$ cat src/rtl/ob_cmd_deser.sv
// ob_cmd_deser: frames opcode-delimited byte commands from the host link and
// pushes each one as a single packed word into the order-book ingress queue.
// Illegal opcodes are counted and flagged; NOPs are consumed silently.
module ob_cmd_deser #(
    parameter int CMD_BYTES = 13,
    parameter int CNT_W     = 16,
    parameter int ERR_W     = 8
) (
    input  logic                   clk,
    input  logic                   rst,
    input  logic                   in_vld,
    input  logic [7:0]             in_dat,
    output logic                   in_rdy,
    input  logic                   cmd_full_r,
    output logic                   cmd_vld_r,
    output logic [8*CMD_BYTES-1:0] cmd_r,
    output logic                   err_illegal_r,
    output logic [CNT_W-1:0]       cmd_cnt_r,
    output logic [ERR_W-1:0]       err_cnt_r
);

    localparam int BUF_W = 8 * CMD_BYTES;
    localparam int IDX_W = $clog2(CMD_BYTES);

    localparam logic [7:0] OP_NOP    = 8'h00;
    localparam logic [7:0] OP_BUY    = 8'h01;
    localparam logic [7:0] OP_SELL   = 8'h02;
    localparam logic [7:0] OP_CANCEL = 8'h03;

    // Bytes still to collect after the opcode, per frame type.
    localparam logic [IDX_W-1:0] REM_CANCEL = IDX_W'(4);
    localparam logic [IDX_W-1:0] REM_TRADE  = IDX_W'(CMD_BYTES - 1);
    // Byte slot just below the opcode in the assembly buffer.
    localparam logic [IDX_W-1:0] IDX_FIRST  = IDX_W'(CMD_BYTES - 2);

    typedef enum logic [1:0] {
        S_IDLE    = 2'd0,
        S_COLLECT = 2'd1,
        S_HOLD    = 2'd2
    } state_t;

    state_t             r_state;
    state_t             w_next_state;
    logic [BUF_W-1:0]   r_buf;
    logic [IDX_W-1:0]   r_rem;
    logic [IDX_W-1:0]   r_idx;

    logic               w_xfer;
    logic               w_is_frame;
    logic               w_is_nop;
    logic               w_illegal;
    logic               w_start;
    logic               w_push;
    logic [IDX_W-1:0]   w_start_rem;

    // HOLD is the only state that refuses bytes; the assembled word waits there.
    assign in_rdy = (r_state != S_HOLD);
    assign w_xfer = in_vld && in_rdy;

    // Opcode decode; only acted on when gated by a transfer so an undriven
    // in_dat while in_vld=0 never reaches state.
    assign w_is_nop    = (in_dat == OP_NOP);
    assign w_is_frame  = (in_dat == OP_BUY) || (in_dat == OP_SELL) || (in_dat == OP_CANCEL);
    assign w_start_rem = (in_dat == OP_CANCEL) ? REM_CANCEL : REM_TRADE;

    assign w_start   = w_xfer && (r_state == S_IDLE) && w_is_frame;
    assign w_illegal = w_xfer && (r_state == S_IDLE) && !w_is_frame && !w_is_nop;
    assign w_push    = (r_state == S_HOLD) && !cmd_full_r;

    // State register.
    always_ff @(posedge clk or negedge rst) begin
        if (!rst) begin
            r_state <= S_IDLE;
        end else begin
            r_state <= w_next_state;
        end
    end

    // Next-state logic: frame start, last byte collected, and downstream space.
    always_comb begin
        w_next_state = r_state;
        case (r_state)
            S_IDLE: begin
                if (w_start) begin
                    w_next_state = S_COLLECT;
                end
            end
            S_COLLECT: begin
                if (w_xfer && (r_rem == IDX_W'(1))) begin
                    w_next_state = S_HOLD;
                end
            end
            S_HOLD: begin
                if (!cmd_full_r) begin
                    w_next_state = S_IDLE;
                end
            end
            default: w_next_state = S_IDLE;
        endcase
    end

    // Assembly buffer: opcode lands in the MS byte with the rest cleared, so a
    // short CANCEL leaves qty/price zero; later bytes fill downward.
    always_ff @(posedge clk or negedge rst) begin
        if (!rst) begin
            r_buf <= '0;
            r_rem <= '0;
            r_idx <= '0;
        end else if (w_start) begin
            r_buf <= {in_dat, {(BUF_W-8){1'b0}}};
            r_rem <= w_start_rem;
            r_idx <= IDX_FIRST;
        end else if ((r_state == S_COLLECT) && w_xfer) begin
            r_buf[int'(r_idx)*8 +: 8] <= in_dat;
            r_rem <= r_rem - IDX_W'(1);
            r_idx <= r_idx - IDX_W'(1);
        end
    end

    // Push strobe, command word and wrapping command counter.
    always_ff @(posedge clk or negedge rst) begin
        if (!rst) begin
            cmd_vld_r <= 1'b0;
            cmd_r     <= '0;
            cmd_cnt_r <= '0;
        end else begin
            cmd_vld_r <= w_push;
            if (w_push) begin
                cmd_r     <= r_buf;
                cmd_cnt_r <= cmd_cnt_r + CNT_W'(1);
            end
        end
    end

    // Illegal-opcode pulse and saturating error counter.
    always_ff @(posedge clk or negedge rst) begin
        if (!rst) begin
            err_illegal_r <= 1'b0;
            err_cnt_r     <= '0;
        end else begin
            err_illegal_r <= w_illegal;
            if (w_illegal && (err_cnt_r != {ERR_W{1'b1}})) begin
                err_cnt_r <= err_cnt_r + ERR_W'(1);
            end
        end
    end

endmodule

$ cat config.mk
export PLATFORM = sky130hd
export DESIGN_NAME = ob_cmd_deser
export DESIGN_NICKNAME = d
export VERILOG_FILES = /design/src/rtl/ob_cmd_deser.sv
export SDC_FILE = /design/constraint.sdc
export NUM_CORES = 1
export LEC_CHECK = 0
export CORE_UTILIZATION = 55
export DETAILED_ROUTE_END_ITERATION = 10
export PLACE_DENSITY_LB_ADDON = 0.25
export SYNTH_ARGS = -nofsm -noshare
export SYNTH_HDL_FRONTEND = slang
export SYNTH_SLANG_ARGS = --single-unit
export TNS_END_PERCENT = 10
$ cat constraint.sdc
create_clock -name clk -period 3.4 [get_ports clk]
set_input_delay 0.68 -clock clk [delete_from_list [all_inputs] [get_ports clk]]
set_output_delay 0.68 -clock clk [all_outputs]
set_load 0.02 [all_outputs]
==> Word level (Yosys, flattened, before mapping) <==
Index checks and enable logic that the tools add are counted.
{ "op_classes": {"addsub": 5, "eq_ne": 11, "shifts": 2, "mux": 12, "n_reduce_logical": 18} }
{ "op_table": {"columns": ["cell", "count"], "rows": [
  ["$mux 104", 2],
  ["$bwmux 104", 1],
  ["$shift 8x33->104 const A", 1],
  ["$shiftx 8x33->104", 1],
  ["$neg 7->33", 1],
  ["$mux 4", 5],
  ["$add 16x1->16 const B", 1],
  ["$eq 8x2->1 const B", 2],
  ["$logic_and 1x1->1", 9],
  ["$add 8x1->8 const B", 1],
  ["$eq 8x1->1 const B", 1],
  ["$logic_not 8->1", 1],
  ["$ne 2x2->1 const B", 4],
  ["$ne 8x8->1 const B", 1],
  ["$sub 4x1->4 const B", 2],
  ["$mux 2", 3],
  ["$pmux 2 s3", 1],
  ["$eq 4x1->1 const B", 1],
  ["$logic_not 1->1", 3],
  ["$reduce_and 3->1", 1],
  ["$eq 2x1->1 const B", 1],
  ["$eq 2x2->1 const B", 1],
  ["$logic_not 2->1", 1],
  ["$logic_or 1x1->1", 2],
  ["$reduce_bool 2->1", 1]
]} }
{ "totals": {"regBits": 244, "input_bits": 12, "out_inout_bits": 131} }

==> Longest topological paths before layout <==
{ "logic_depth": {"ltp_word": 7, "depth_mapped": 9} }

==> Worst setup path before layout <==
OpenSTA, ideal clock, no wires.
{ "synth_path": {"path_type": "register to register", "start": "register r_idx[2]", "end": "register r_buf[72]", "arrival_time_ps": 2412, "setup_slack_ps": 868, "path_stages_with_launch": 9, "synth_period_minus_slack_ps": 2532, "cell_sequence": "dfrtp_1 > buf_2 > nor3_1 > ha_1 > and4bb_2 > clkbuf_1 > nand3_1 > mux2i_1 > nor2_1"} }
{ "synth_via": {"elab_chain_len": 5} }
{ "synth_lines": {"columns": ["element", "line", "text"], "rows": [
  ["start: declaration", "46", "logic [IDX_W-1:0] r_idx;"],
  ["start signal: assignment", "116", "r_idx <= r_idx - IDX_W'(1);"],
  ["$neg 7->33 (*)", "114", "r_buf[int'(r_idx)*8 +: 8] <= in_dat;"],
  ["$shiftx 8x33->104 or $shift 8x33->104 (tied branches)", "114", null],
  ["$bwmux 104 (*)", "114", null],
  ["$mux 104 (*)", "113", "end else if ((r_state == S_COLLECT) && w_xfer) begin"],
  ["$mux 104 (*)", "109", "end else if (w_start) begin"],
  ["end signal: assignment", "110", "r_buf <= {in_dat, {(BUF_W-8){1'b0}}};"],
  ["end signal: indexed assignment", "114", null],
  ["end: declaration", "44", "logic [BUF_W-1:0] r_buf;"]
]} }
Every way passes the cells marked *; elsewhere a longest branch is shown, timed or not. The select of a mux whose other input is x is not followed.
A chain may end at the register's enable or synchronous reset.

==> Final worst setup path <==
{ "layout_path": {"start": "register r_idx[0]", "end": "register r_buf[88]"} }
Same word-level chain as after synthesis.

==> parameters.txt <==
Parameter                              Value

Routing
  Count of routing violations after the opening detailed-route iteration    415
  Remaining antenna violation count after routing    0
  Routed len/inst    19.6 microns
  Detailed-route via count    approximately 6.7k
  Routed wire length    23.0 mm
  Detailed-routing iteration count for the pre-antenna-repair pass    5
  Remaining design rule violation count    0
  Vias/cell    5.71

Worst setup path
  Launch point of the worst path    r_idx[0]
  Worst path cell trace    nor3_1 > ha_1 > and4bb_2 > nand3_1 > mux2i_1 > nor2_1
  Critical path class    flop to flop
  Reg2Reg Depth    6
  Data required, critical path    3.79 ns
  CP Data Arrival Time    3.41 ns
  Termination of the worst setup path    r_buf[88]
  Slowest cell delay on critical path    0.57 ns
  Terminus of the critical flop-to-flop path    r_buf[88]
  Maximum net fanout on the critical path    16
  Slowest CP cell    sky130_fd_sc_hd__dfrtp_1
  Sort of element at the start of the critical path    flop
  Crit path capture type    flop
  Register-to-register setup slack    0.39 ns
  Reg2reg start    r_idx[0]

Placed design
  Gp weighted congestion    roughly 0.85
  Post-Place Worst Slack    approximately 0.46 ns
  IO buf count    ~140
  HPWL reported at the end of detailed placement    between 15 and 20 mm

STA
  Number of hold violations in the final report    0
  Slew at the pin closest to its max-slew limit    0.826 ns
  Worst hold slack    roughly 0.17 ns
  Final critical path time including I/O delays and setup    roughly 3.0 ns
  Final setup vio count    0
  FMAX    332 MHz
  Largest clock skew in the final design    ~0.0085 ns
  PnR worst setup slack    between 0.3 and 0.4 ns
  Final critical-path share of the clock period    between 80% and 90%
  Setup TNS    0 ns
  Max-slew violations    0
  RSZ-0062 raised after global routing    false
  Relative max-transition margin    44.7%

Logic synthesis
  Synth top area share    60.1%
  Gate count after technology mapping    778
  EDFF count, synth    0
  Mapped Area    between 10000 and 15000 sq um
  Count of unique library cells instantiated by Yosys    50
  Count leader, synth    sky130_fd_sc_hd__dfrtp_1
  Ys flop type    sky130_fd_sc_hd__dfrtp_1
  Commonest cells in the netlist    sky130_fd_sc_hd__dfrtp_1 (244), sky130_fd_sc_hd__mux2_2 (106), sky130_fd_sc_hd__nor2_1 (79)
  Top cells by area in the synthesized netlist    sky130_fd_sc_hd__dfrtp_1 (60%), sky130_fd_sc_hd__mux2_2 (12%), sky130_fd_sc_hd__mux2i_1 (6.3%), sky130_fd_sc_hd__nor2_1 (2.9%), sky130_fd_sc_hd__a22o_1 (1.9%)
  Fraction of registers with async set or reset after synthesis    100%
  Total of flip-flops plus latches after synthesis    244
  Number of warnings printed during yosys synthesis    0
  Syn avg cell area    13.1 sq um
  Sequential area share after synthesis    60.1%
  Leading area contributor after synthesis    sky130_fd_sc_hd__dfrtp_1
  Nets in the synthesized netlist    800

Clock tree
  Clock-pin slew of the registers on the worst-case setup and hold paths    0.06 ns
  Number of buffers inserted to repair setup after CTS    0
  Latest clock arrival within the worst-skew pair    approximately 0.52 ns
  TritonCTS clock tree    done
  Number of buffers on the longest clock path    3
  Number of sinks on the clock net    244
  TritonCTS Buffers    25
  # resized after CTS    0
  Clock Tree Root    sky130_fd_sc_hd__clkbuf_16
  CTS Hold Bufs    0
  Deepest level of the CTS H-tree    1

Global routing
  Vias in the first global route    6741
  Pin count of the biggest net entering global routing    between 90 and 100
  GRT Resource Usage Total    24.8%
  First-pass GRT wire length    36.1 mm
  Sum of overflow across all layers after global routing    0
  Antenna violations before repair    0

Finish
  Number of nets in the final layout    948
  Number of antenna diodes    0
  Share of post-route cells with drive strength above 1    a little under a fifth
  Area overhead of the layout relative to synthesis    24.6%

Power
  Leak Pwr    6.43 nW
  Power per cell area    691 nW/um^2
  Peak supply drop    0.421 mV

Floorplan
  Vertical die dimension    138 microns
  Core region area    18000 sq um
  Num ports    143
  Std-Cell Rows    49
  Width of the chip    between 100 and 150 microns
  Total Die Area    between 15000 and 20000 sq um
  Initial core utilization    56.4%

Status
  Status    completed

Hold path
  Worst min-delay path class    primary input to async pin

Job
  Count of max-cap constraint violations    0
## power breakdown
part,switching [W],internal [W]
Sequential,0.000447,0.00344
Combinational,0.00118,0.000912
Clock,0.00109,0.00167
Total,0.00272,0.00602
## area by class of cell
type	count	area, sq um
clock buffers	37	711
clock inverters	7	118
fillers	1232	5370
inverters	11	41.3
multi-input cells	485	3790
flip-flops and latches	244	6110
well taps	229	287
repair buffers	159	1600
## layout by cell type (no fill, tap or decap), types with 12 or more instances in the layout
| master | n |
|---|---|
| sky130_fd_sc_hd__buf_4 | 13 |
| sky130_fd_sc_hd__xnor2_1 | 14 |
| sky130_fd_sc_hd__a22o_1 | 22 |
| sky130_fd_sc_hd__nand2_1 | 20 |
| sky130_fd_sc_hd__nand4_1 | 12 |
| sky130_fd_sc_hd__nand3_1 | 24 |
| sky130_fd_sc_hd__mux2i_1 | 64 |
| sky130_fd_sc_hd__a21oi_1 | 17 |
| sky130_fd_sc_hd__xor2_1 | 15 |
| sky130_fd_sc_hd__and3_1 | 12 |
| sky130_fd_sc_hd__clkdlybuf4s50_1 | 141 |
| sky130_fd_sc_hd__clkbuf_16 | 25 |
| sky130_fd_sc_hd__nand2b_1 | 14 |
| sky130_fd_sc_hd__nor2_1 | 79 |
| sky130_fd_sc_hd__mux2_2 | 106 |
| sky130_fd_sc_hd__dfrtp_1 | 244 |
## registers in the layout, summed over array words and instances (netlist names)
| name | count |
|---|---|
| err_illegal_r | 1 |
| r_rem | 4 |
| r_idx | 4 |
| cmd_vld_r | 1 |
| err_cnt_r | 8 |
| cmd_r | 104 |
| r_state | 2 |
| r_buf | 104 |
| cmd_cnt_r | 16 |
## how the worst min path moves through the flow
stage / endpoint / slack [ns] / startpoint / cells after the start
after floorplan: cmd_cnt_r[0] / 0.38 / rst / 0
after global placement: cmd_cnt_r[15] / 0.46 / cmd_cnt_r[15] / 1
after detailed placement: cmd_cnt_r[15] / 0.47 / cmd_cnt_r[15] / 1
after CTS: cmd_cnt_r[15] / 0.20 / rst / 1
after global routing: cmd_cnt_r[15] / 0.22 / rst / 1
final: cmd_cnt_r[15] / 0.17 / rst / 1
## kinds of logic (layout without fill, tap and decap cells)
| kind of cell | Yosys count | in the layout | share of synthesized area (%) |
|---|---|---|---|
| xor gates and xnor gates | 29 | 29 | 2.50 |
| DFF | 244 | 244 | 60.1 |
| buffers and inverters | 49 | 214 | 2.56 |
| adders and majority gates | 10 | 10 | 1.23 |
| muxes | 170 | 170 | 18.1 |
| AOI/OAI and AO/OA | 61 | 61 | 4.45 |
| and+or+nand+nor | 215 | 215 | 11.1 |
## layer usage
layer / part of all wire (%) / vias up / wire, microns / global-route usage, %
li1: - / 3019 / - / -
met1: 43 / 3407 / 9900 / 34.9
met2: 49 / 227 / 11300 / 40.2
met3: 6.0 / 37 / 1380 / 3.84
met4: 1.9 / 0 / 429 / 6.52
met5: 0 / - / 0 / 0
## per-stage QoR
stage / total power [W] / utilization (%) / std cells / cell area [sq um]
2_1_floorplan: 0.00511 / - / 778 / 10200
3_3_place_gp: 0.00588 / 65.6 / 1128 / 11800
3_5_place_dp: 0.00600 / 65.6 / 1128 / 11800
4_1_cts: 0.00879 / 70.2 / 1172 / 12700
5_1_grt: 0.00915 / 70.2 / 1172 / 12700
6_report: 0.00874 / 70.2 / 1172 / 12700
## critical path: cells and delay by family (launching register included)
| kind | cells | cell delay (ns) |
|---|---|---|
| adder cells (fa/ha/maj) | 1 | 0.42 |
| AND/OR/NAND/NOR | 4 | 1.58 |
| flip-flops | 1 | 0.57 |
| multiplexers | 1 | 0.32 |
Power figures use the tool's default switching activity.
